--- src/rtl/ldpc_encoder.sv ---
// -----------------------------------------------------------------------------
// ldpc_encoder
//
// Serial (6,3) LDPC encoder. It sits directly behind generator_matrix and
// builds the codeword cw = m0*g1 ^ m1*g2 ^ m2*g3, one message bit per clock.
// All arithmetic is over GF(2), so addition is XOR and there are no carries.
//
// On an accepted message the encoder takes a snapshot of the message and of
// all three generator rows. Changes on g1..g3 after the accept therefore do
// not affect the codeword in flight.
//
// State table
//   state | meaning
//   IDLE  | waiting for a message; msg_ready follows en
//   ACC   | folding one generator row per enabled clock into the accumulator
//   DONE  | finished codeword held on cw/cw_valid until out_ready
//
// Ports
//   clk        in   1        system clock, rising edge
//   rst        in   1        asynchronous reset, active-high
//   en         in   1        clock enable; 0 freezes all state and masks msg_ready
//   g1,g2,g3   in   6        generator rows ([2:0] identity, [5:3] parity)
//   msg_valid  in   1        message presented by upstream
//   msg        in   3        message bits; msg[0] selects g1, msg[1] g2, msg[2] g3
//   msg_ready  out  1        encoder accepts msg this cycle
//   cw_valid   out  1        cw holds a finished codeword
//   cw         out  6        codeword, registered
//   out_ready  in   1        consumer takes cw this cycle
//   busy       out  1        high in ACC or DONE
//   cw_count   out  COUNT_W  codewords handed off, wrapping
// -----------------------------------------------------------------------------
module ldpc_encoder #(
    parameter int COUNT_W = 8
) (
    input  logic               clk,
    input  logic               rst,
    input  logic               en,
    input  logic [5:0]         g1,
    input  logic [5:0]         g2,
    input  logic [5:0]         g3,
    input  logic               msg_valid,
    input  logic [2:0]         msg,
    output logic               msg_ready,
    output logic               cw_valid,
    output logic [5:0]         cw,
    input  logic               out_ready,
    output logic               busy,
    output logic [COUNT_W-1:0] cw_count
);

    typedef enum logic [1:0] {
        IDLE = 2'd0,
        ACC  = 2'd1,
        DONE = 2'd2
    } state_t;

    state_t             state_q, state_d;
    logic [2:0]         msg_q, msg_d;
    logic [5:0]         g1_q, g1_d;
    logic [5:0]         g2_q, g2_d;
    logic [5:0]         g3_q, g3_d;
    logic [5:0]         acc_q, acc_d;
    logic [1:0]         k_q, k_d;
    logic [5:0]         cw_q, cw_d;
    logic               cw_valid_q, cw_valid_d;
    logic [COUNT_W-1:0] cnt_q, cnt_d;

    logic               ready_int;
    logic               accept;
    logic               bit_sel;
    logic [5:0]         row_sel;
    logic [5:0]         acc_next;

    // Ready is combinational on out_ready so a DONE->ACC handoff can take a
    // new message on the same edge the old codeword leaves.
    assign ready_int = en && ((state_q == IDLE) || ((state_q == DONE) && out_ready));
    assign accept    = msg_valid && ready_int;

    // Row and message bit addressed by the bit counter.
    always_comb begin
        bit_sel = 1'b0;
        row_sel = 6'b000000;
        case (k_q)
            2'd0: begin
                bit_sel = msg_q[0];
                row_sel = g1_q;
            end
            2'd1: begin
                bit_sel = msg_q[1];
                row_sel = g2_q;
            end
            2'd2: begin
                bit_sel = msg_q[2];
                row_sel = g3_q;
            end
            default: begin
                bit_sel = 1'b0;
                row_sel = 6'b000000;
            end
        endcase
    end

    assign acc_next = acc_q ^ (bit_sel ? row_sel : 6'b000000);

    always_comb begin
        state_d    = state_q;
        msg_d      = msg_q;
        g1_d       = g1_q;
        g2_d       = g2_q;
        g3_d       = g3_q;
        acc_d      = acc_q;
        k_d        = k_q;
        cw_d       = cw_q;
        cw_valid_d = cw_valid_q;
        cnt_d      = cnt_q;

        if (en) begin
            case (state_q)
                IDLE: begin
                    if (accept) begin
                        msg_d   = msg;
                        g1_d    = g1;
                        g2_d    = g2;
                        g3_d    = g3;
                        acc_d   = 6'b000000;
                        k_d     = 2'd0;
                        state_d = ACC;
                    end
                end

                ACC: begin
                    acc_d = acc_next;
                    k_d   = k_q + 2'd1;
                    if (k_q == 2'd2) begin
                        cw_d       = acc_next;
                        cw_valid_d = 1'b1;
                        k_d        = 2'd0;
                        state_d    = DONE;
                    end
                end

                DONE: begin
                    if (out_ready) begin
                        cnt_d      = cnt_q + {{(COUNT_W-1){1'b0}}, 1'b1};
                        cw_valid_d = 1'b0;
                        if (accept) begin
                            msg_d   = msg;
                            g1_d    = g1;
                            g2_d    = g2;
                            g3_d    = g3;
                            acc_d   = 6'b000000;
                            k_d     = 2'd0;
                            state_d = ACC;
                        end else begin
                            state_d = IDLE;
                        end
                    end
                end

                default: begin
                    state_d    = IDLE;
                    cw_valid_d = 1'b0;
                end
            endcase
        end
    end

    always_ff @(posedge clk or posedge rst) begin
        if (rst) begin
            state_q    <= IDLE;
            msg_q      <= 3'b000;
            g1_q       <= 6'b000000;
            g2_q       <= 6'b000000;
            g3_q       <= 6'b000000;
            acc_q      <= 6'b000000;
            k_q        <= 2'd0;
            cw_q       <= 6'b000000;
            cw_valid_q <= 1'b0;
            cnt_q      <= '0;
        end else begin
            state_q    <= state_d;
            msg_q      <= msg_d;
            g1_q       <= g1_d;
            g2_q       <= g2_d;
            g3_q       <= g3_d;
            acc_q      <= acc_d;
            k_q        <= k_d;
            cw_q       <= cw_d;
            cw_valid_q <= cw_valid_d;
            cnt_q      <= cnt_d;
        end
    end

    assign msg_ready = ready_int;
    assign cw_valid  = cw_valid_q;
    assign cw        = cw_q;
    assign busy      = (state_q != IDLE);
    assign cw_count  = cnt_q;

endmodule
--- config.mk ---
export PLATFORM = sky130hd
export DESIGN_NAME = ldpc_encoder
export DESIGN_NICKNAME = d
export VERILOG_FILES = /design/src/rtl/ldpc_encoder.sv
export SDC_FILE = /design/constraint.sdc
export NUM_CORES = 1
export LEC_CHECK = 0
export CAP_MARGIN = 20
export CELL_PAD_IN_SITES_DETAIL_PLACEMENT = 1
export CELL_PAD_IN_SITES_GLOBAL_PLACEMENT = 1
export CORE_UTILIZATION = 44
export CTS_CLUSTER_DIAMETER = 50
export DETAILED_ROUTE_END_ITERATION = 16
export DONT_BUFFER_PORTS = 1
export PLACE_DENSITY = 0.79
export RECOVER_POWER = 100
export SYNTH_ARGS = -nofsm -noshare
export SYNTH_HDL_FRONTEND = slang
export SYNTH_SLANG_ARGS = --single-unit
--- constraint.sdc ---
create_clock -name clk -period 1.6 [get_ports clk]
set_input_delay 0.32 -clock clk [delete_from_list [all_inputs] [get_ports clk]]
set_output_delay 0.32 -clock clk [all_outputs]
set_load 0.02 [all_outputs]
# Word level (Yosys, flattened, before mapping)
# Cells that the tools add are included.
# op_classes
n_addsub	2
n_eq_ne	7
n_mux	30
bitwise	2
n_reduce_logical	15
# op_table
op	n
two-way mux 6 bit	9
one-hot mux 6 bit (2 select lines)	3
one-hot mux 6 bit (3 select lines)	2
two-way mux 2 bit	6
one-hot mux 2 bit (3 select lines)	2
AND reduction 3 bit	4
adder 8 x 1 -> 8 bit (second input constant)	1
AND reduction 4 bit	2
two-way mux 3 bit	2
inequality test 2 bit (second input constant)	3
one-hot mux 1 bit (3 select lines)	2
one-hot mux 3 bit (2 select lines)	1
XOR 6 bit	1
== test 2 x 1 -> 1 bit (second input constant)	2
== test 2 bit (second input constant)	2
zero test 2 bit	2
nonzero test 2 bit	2
logical AND 1 bit	3
two-way mux 1 bit	3
nonzero test 3 bit	1
adder 2 x 1 -> 2 bit (second input constant)	1
logical OR 1 bit	1
inverter 1 bit	1
# totals
reg_bits	46
input_bits	26
out_inout_bits	17
elab_cells	66

# Longest topological paths before layout
# depth
word_depth	8
depth_mapped	6

# Least setup slack after synthesis
# OpenSTA, ideal clock, no wires.
# synth_timing
path_type	register to register
start	register state_q[0]
end	register g3_q[0]
arrival_ns	1.568
required_ns	1.473
path_slack_ns	-0.096
stages_incl_launch_ff	6
path_buffers	1
synth_period_minus_slack_ns	1.696
cell_sequence	dfrtp_1 and2b_1 a21boi_2 nand2_1 buf_6 mux2_1
# synth_via
elab_chain_cells	8
elab_cells_between_ends	12
classes_between	eq/ne: 2; mux: 3; reduce/logical: 7
# synth_lines
element	line	text
start, declared	57	state_t state_q, state_d;
start signal, assigned	181	state_q <= state_d;
== test 2 bit	76	assign ready_int = en && ((state_q == IDLE) || ((state_q == DONE) && out_ready));
logical AND 1 bit	76	
logical OR 1 bit *	76	
logical AND 1 bit *	76	
named net msg_ready	43	output logic msg_ready,
logical AND 1 bit *	77	assign accept = msg_valid && ready_int;
two-way mux 6 bit *	n/a	
two-way mux 6 bit	n/a	
one-hot mux 6 bit (2 select lines) *	118	case (state_q)
end signal, assigned	185	g3_q <= g3_d;
end, declared	61	logic [5:0] g3_q, g3_d;
# Mark *: on every way through the listed nets, which the timed path passes. The rest lies on a longest branch. The select of a mux whose other input is x is not followed.
# A chain may end at the register's enable or synchronous reset.

# Worst setup path after layout
# layout_timing
start	register k_q[1]
end	register cw_q[3], in the netlist cw[3]
# layout_via
elab_chain_cells	4
elab_cells_between_ends	8
classes_between	eq/ne: 2; mux: 3; bitwise: 1; reduce/logical: 2
# layout_lines
element	line	text
start, declared	63	logic [1:0] k_q, k_d;
start signal, assigned	187	k_q <= k_d;
== test 2 bit, or another cell as far along	83, 134	
one-hot mux 6 bit (3 select lines) / one-hot mux 1 bit (3 select lines) (equally long branches)	83	case (k_q)
two-way mux 6 bit	103	assign acc_next = acc_q ^ (bit_sel ? row_sel : 6'b000000);
XOR 6 bit	103	
end signal, assigned	188	cw_q <= cw_d;
end, declared	64	logic [5:0] cw_q, cw_d;
# Several ways; a longest one is shown, not always the timed one.

==> impl_metrics.prom <==
# TYPE chip_impl_metric gauge
chip_impl_metric{name="synth_cell_types",unit=""} 35
chip_impl_metric{name="report.final.hold_viol_count",unit=""} 0
chip_impl_metric{name="place.detailed.hpwl",unit="mm"} 3.44
chip_impl_metric{name="grt_pass1_vias",unit=""} 1716
chip_impl_metric{name="tritoncts.num_buffers",unit=""} 5
chip_impl_metric{name="finalHoldWorstSlack",unit="ns"} 0.153
chip_impl_metric{name="finalCritPeriodShare",unit=""} 1.04
chip_impl_metric{name="final_cell_count_no_fill",unit=""} 279
chip_impl_metric{name="synth.mux.area_fraction",unit=""} 0.145
chip_impl_info{name="synth_top_family_by_area",value="compound AO/OA/AOI/OAI gates"} 1
chip_impl_metric{name="core_area",unit="sq mm"} 0.00475
chip_impl_metric{name="tritoncts_num_sinks",unit=""} 46
chip_impl_metric{name="cellLeakagePower",unit="uW"} 0.00113
chip_impl_metric{name="min_delay_path_depth",unit=""} 1
chip_impl_info{name="rsz0062_at_grt",value="yes"} 1
chip_impl_metric{name="worst_skew_pair.late_latency",unit="ns"} 0.29
chip_impl_metric{name="slew_headroom",unit=""} 0.244
chip_impl_metric{name="drt_pass1_iterations",unit=""} 4
chip_impl_metric{name="cts.reportedPaths.clkPinSlew",unit="ns"} 0.08
chip_impl_info{name="run_status",value="complete, but fails checks"} 1
chip_impl_metric{name="post-route-drc-count",unit=""} 0
chip_impl_info{name="ctsRootBufferMaster",value="sky130_fd_sc_hd__clkbuf_8"} 1
chip_impl_metric{name="placed_cells_incl_taps",unit=""} 260
chip_impl_metric{name="grt.overflow.total",unit=""} 0
chip_impl_metric{name="crit_required",unit="ns"} 1.81
chip_impl_metric{name="timing_worst_slew_pin_value",unit="ns"} 1.13
chip_impl_metric{name="synth.avg_cell_area",unit="sq um"} 11.6
chip_impl_metric{name="cts.htree.levels",unit=""} 2
chip_impl_metric{name="die_area",unit="sq mm"} 0.00528
chip_impl_metric{name="detailroute.via_count",unit=""} 1680
chip_impl_info{name="crit-reg2reg-launch",value="k_q[1]"} 1
chip_impl_metric{name="power.ir.vdd_worst",unit="mV"} 0.865
chip_impl_metric{name="final-setup-viol-count",unit=""} 5
chip_impl_metric{name="met1_length",unit="mm"} 2.57
chip_impl_metric{name="cts_buffer_depth",unit=""} 2
chip_impl_metric{name="diodes",unit=""} 0
chip_impl_metric{name="initial_antenna_violation_count",unit=""} 0
chip_impl_metric{name="path_max_fanout",unit=""} 5
chip_impl_metric{name="detail-route-antenna-nets",unit=""} 0
chip_impl_info{name="holdPathEnd",value="g3_q[0]"} 1
chip_impl_metric{name="dr_wl_met3",unit="um"} 268
chip_impl_metric{name="power.total",unit="uW"} 5330
chip_impl_metric{name="port_buffers",unit=""} 0
chip_impl_metric{name="synth_xor_area_frac",unit=""} 0.0279
chip_impl_info{name="hp-class",value="primary input to flop"} 1
chip_impl_metric{name="area_growth",unit="%"} 17.9
chip_impl_metric{name="slew_violations",unit=""} 0
chip_impl_info{name="setup.worst_path.class",value="flop to flop"} 1
chip_impl_metric{name="num-nets-final",unit=""} 240
chip_impl_metric{name="timing.reg2reg.worst_path_depth",unit=""} 5
chip_impl_metric{name="grt_first_pass_wirelength",unit="mm"} 8.94
chip_impl_metric{name="dieHeight",unit="um"} 72.6
chip_impl_metric{name="detailroute.wirelength.met2",unit="mm"} 3.01
chip_impl_metric{name="nFillCells",unit=""} 507
chip_impl_metric{name="maxClockFrequency",unit="MHz"} 599
chip_impl_metric{name="drt_iter0_drc",unit=""} 119
chip_impl_metric{name="synth_compound_gate_area_share",unit=""} 0.152
chip_impl_metric{name="power_density",unit="mW/mm^2"} 2060
chip_impl_metric{name="synth.yosys.warnings",unit=""} 0
chip_impl_metric{name="grt_max_degree",unit=""} 47
chip_impl_metric{name="track_usage",unit=""} 0.228
chip_impl_metric{name="detail_route.wl_per_cell",unit="um"} 21.4
chip_impl_metric{name="synthSimpleGateAreaFrac",unit=""} 0.0963
chip_impl_metric{name="final_weighted_congestion_of_routability_driven_global_placement",unit=""} 0.758
chip_impl_metric{name="period_needed",unit="ns"} 1.67
chip_impl_info{name="critPathCaptureType",value="flop"} 1
chip_impl_metric{name="r2r_setup_slack",unit="ns"} -0.07
chip_impl_metric{name="timing.final.ws_setup",unit="ns"} -0.0693
chip_impl_metric{name="fraction_of_layout_instances_using_a_drive_strength_above_1",unit=""} 0.358
chip_impl_metric{name="multi_input_area",unit="sq mm"} 0.00107
chip_impl_info{name="clock_tree_from_tritoncts",value="done"} 1
chip_impl_metric{name="route.final.wire_length",unit="mm"} 5.96
chip_impl_metric{name="synth_fa_ha_area_frac",unit=""} 0.00570
chip_impl_info{name="critical_path_source_type",value="flop"} 1
chip_impl_metric{name="io_pins",unit=""} 43
chip_impl_metric{name="initial_utilization",unit=""} 0.462
chip_impl_metric{name="post_synth_inst_count",unit=""} 189
chip_impl_metric{name="area.sequential",unit="sq mm"} 0.00115
chip_impl_metric{name="clock_skew",unit="ns"} 0.00600
chip_impl_metric{name="placementRows",unit=""} 25
chip_impl_metric{name="synth.cell_area",unit="sq mm"} 0.00220
chip_impl_metric{name="die_w",unit="um"} 72.6
chip_impl_info{name="topRoutingLayerUsed",value="met4"} 1
chip_impl_metric{name="routed_via_density",unit=""} 6.02
chip_impl_info{name="failed_checks",value="negative setup slack"} 1
chip_impl_metric{name="crit_arrival",unit="ns"} 1.88
chip_impl_metric{name="synth.net_count",unit=""} 216
chip_impl_info{name="hp-start",value="g3[0]"} 1
chip_impl_metric{name="seq_area_frac_synth",unit=""} 0.524
chip_impl_metric{name="dp_slack",unit="ns"} -0.118
chip_impl_metric{name="cts_hold_buf",unit=""} 0
chip_impl_info{name="worst_r2r_endpoint",value="cw[3]"} 1
chip_impl_metric{name="max-cap-violations",unit=""} 0
chip_impl_metric{name="yosys_register_bits",unit=""} 46
## flip-flops by register name, summed over array words and instances, names as in the netlist
register,flops
acc_q,6
cw,6
cw_count,8
cw_valid,1
g1_q,6
g2_q,6
g3_q,6
k_q,2
msg_q,3
state_q,2
## worst max-delay path, cell delays in order (launching register included)
cell and delay (ns):
sky130_fd_sc_hd__dfrtp_2 0.45, sky130_fd_sc_hd__and2b_4 0.33, sky130_fd_sc_hd__a22oi_2 0.10, sky130_fd_sc_hd__buf_4 0.18, sky130_fd_sc_hd__or3_4 0.36, sky130_fd_sc_hd__a31oi_1 0.15
## worst max-delay path by stage
stage               start  endpoint  slack (ns)  cells after the start
4_1_cts            k_q[1]     cw[3]       -0.02                      4
2_1_floorplan  state_q[0]   g3_q[0]      0.0006                      5
3_5_place_dp       k_q[1]  acc_q[3]       -0.12                      4
5_1_grt            k_q[1]  acc_q[5]       -0.11                      5
6_report           k_q[1]     cw[3]       -0.07                      5
3_3_place_gp       k_q[1]     cw[3]       -0.03                      4
## repair_timing
action / 4_1_cts / 5_1_grt
buffers inserted: 2 / 6
resized for setup: 13 / 17
setup endpoints to repair: 34 / 14
pin swaps: 7 / 13
cloned: 3 / 2
## cell usage after synthesis
cell / number / area, sq um
sky130_fd_sc_hd__a21boi_2: 1 / 11.3
sky130_fd_sc_hd__a21o_1: 1 / 7.51
sky130_fd_sc_hd__a21oi_1: 2 / 10.0
sky130_fd_sc_hd__a22oi_1: 7 / 52.6
sky130_fd_sc_hd__a22oi_4: 1 / 21.3
sky130_fd_sc_hd__a31oi_1: 12 / 75.1
sky130_fd_sc_hd__and2b_1: 1 / 7.51
sky130_fd_sc_hd__and2b_2: 1 / 8.76
sky130_fd_sc_hd__and3_1: 1 / 6.26
sky130_fd_sc_hd__buf_2: 1 / 5.00
sky130_fd_sc_hd__buf_4: 1 / 7.51
sky130_fd_sc_hd__buf_6: 4 / 45.0
sky130_fd_sc_hd__clkbuf_1: 2 / 7.51
sky130_fd_sc_hd__clkinv_1: 1 / 3.75
sky130_fd_sc_hd__dfrtp_1: 46 / 1150
sky130_fd_sc_hd__ha_1: 1 / 12.5
sky130_fd_sc_hd__inv_1: 10 / 37.5
sky130_fd_sc_hd__mux2_1: 1 / 11.3
sky130_fd_sc_hd__mux2_2: 26 / 293
sky130_fd_sc_hd__mux2_4: 1 / 15.0
sky130_fd_sc_hd__nand2_1: 11 / 41.3
sky130_fd_sc_hd__nand3_1: 5 / 25.0
sky130_fd_sc_hd__nand4_1: 1 / 6.26
sky130_fd_sc_hd__nand4b_1: 2 / 17.5
sky130_fd_sc_hd__nor2_1: 9 / 33.8
sky130_fd_sc_hd__nor2b_1: 1 / 6.26
sky130_fd_sc_hd__nor3_1: 2 / 10.0
sky130_fd_sc_hd__o21ai_0: 16 / 80.1
sky130_fd_sc_hd__o221ai_1: 1 / 8.76
sky130_fd_sc_hd__o41a_1: 6 / 67.6
sky130_fd_sc_hd__or2_2: 1 / 6.26
sky130_fd_sc_hd__or3_1: 2 / 12.5
sky130_fd_sc_hd__or3_2: 4 / 30.0
sky130_fd_sc_hd__xnor2_1: 4 / 35.0
sky130_fd_sc_hd__xor2_1: 3 / 26.3
## cells by family (layout without fill, tap and decap cells)
| logic type | after synthesis | in the layout |
|---|---|---|
| AOI/OAI and AO/OA | 47 | 50 |
| DFF | 46 | 46 |
| and+or+nand+nor | 41 | 43 |
| muxes | 28 | 28 |
| buffers and inverters | 19 | 37 |
| xor gates and xnor gates | 7 | 7 |
| adders and majority gates | 1 | 1 |
## routing by layer
layer	up-vias	GRT usage
li1	743	-
met2	52	0.371
met3	11	0.0622
met5	-	0
met1	874	0.295
met4	0	0.0806
## final cells by class
cell class / instances / share of cell area
inverter: 11 / 0.0164
clock buffer: 6 / 0.0319
timing repair buffer: 20 / 0.0614
tap: 67 / 0.0324
multi-input combinational: 129 / 0.413
sequential: 46 / 0.445
## through the flow
step | utilization | area (sq um) | TNS, ns
3_3_place_gp | 0.487 | 2310 | -0.167
3_5_place_dp | 0.487 | 2310 | -2.00
5_1_grt | 0.544 | 2590 | -0.957
6_report | 0.544 | 2590 | -0.145
2_1_floorplan | - | 2210 | 0
4_1_cts | 0.524 | 2490 | -0.0319
## where the power goes
group / internal, uW / total [uW] / leakage, uW / switching, uW
combinational: 1160 / 2430 / 0.000523 / 1270
sequential: 1650 / 2200 / 0.000569 / 555
clock: 334 / 698 / 0.0000431 / 365
## cell usage in the layout, fill, tap and decap left out, types with 3 or more instances in the layout
master and instances:
sky130_fd_sc_hd__dfrtp_1 45, sky130_fd_sc_hd__mux2_2 25, sky130_fd_sc_hd__a31oi_1 12, sky130_fd_sc_hd__o21ai_0 10, sky130_fd_sc_hd__nand2_1 10, sky130_fd_sc_hd__inv_1 9
sky130_fd_sc_hd__a22oi_2 9, sky130_fd_sc_hd__buf_4 9, sky130_fd_sc_hd__nor2_1 8, sky130_fd_sc_hd__o41a_1 6, sky130_fd_sc_hd__clkbuf_8 6, sky130_fd_sc_hd__o21ai_1 5
sky130_fd_sc_hd__nand3_1 5, sky130_fd_sc_hd__xnor2_1 4, sky130_fd_sc_hd__or3_4 4, sky130_fd_sc_hd__xor2_1 3, sky130_fd_sc_hd__clkbuf_2 3, sky130_fd_sc_hd__buf_6 3
Note: power is estimated with default switching activity, not from simulation.
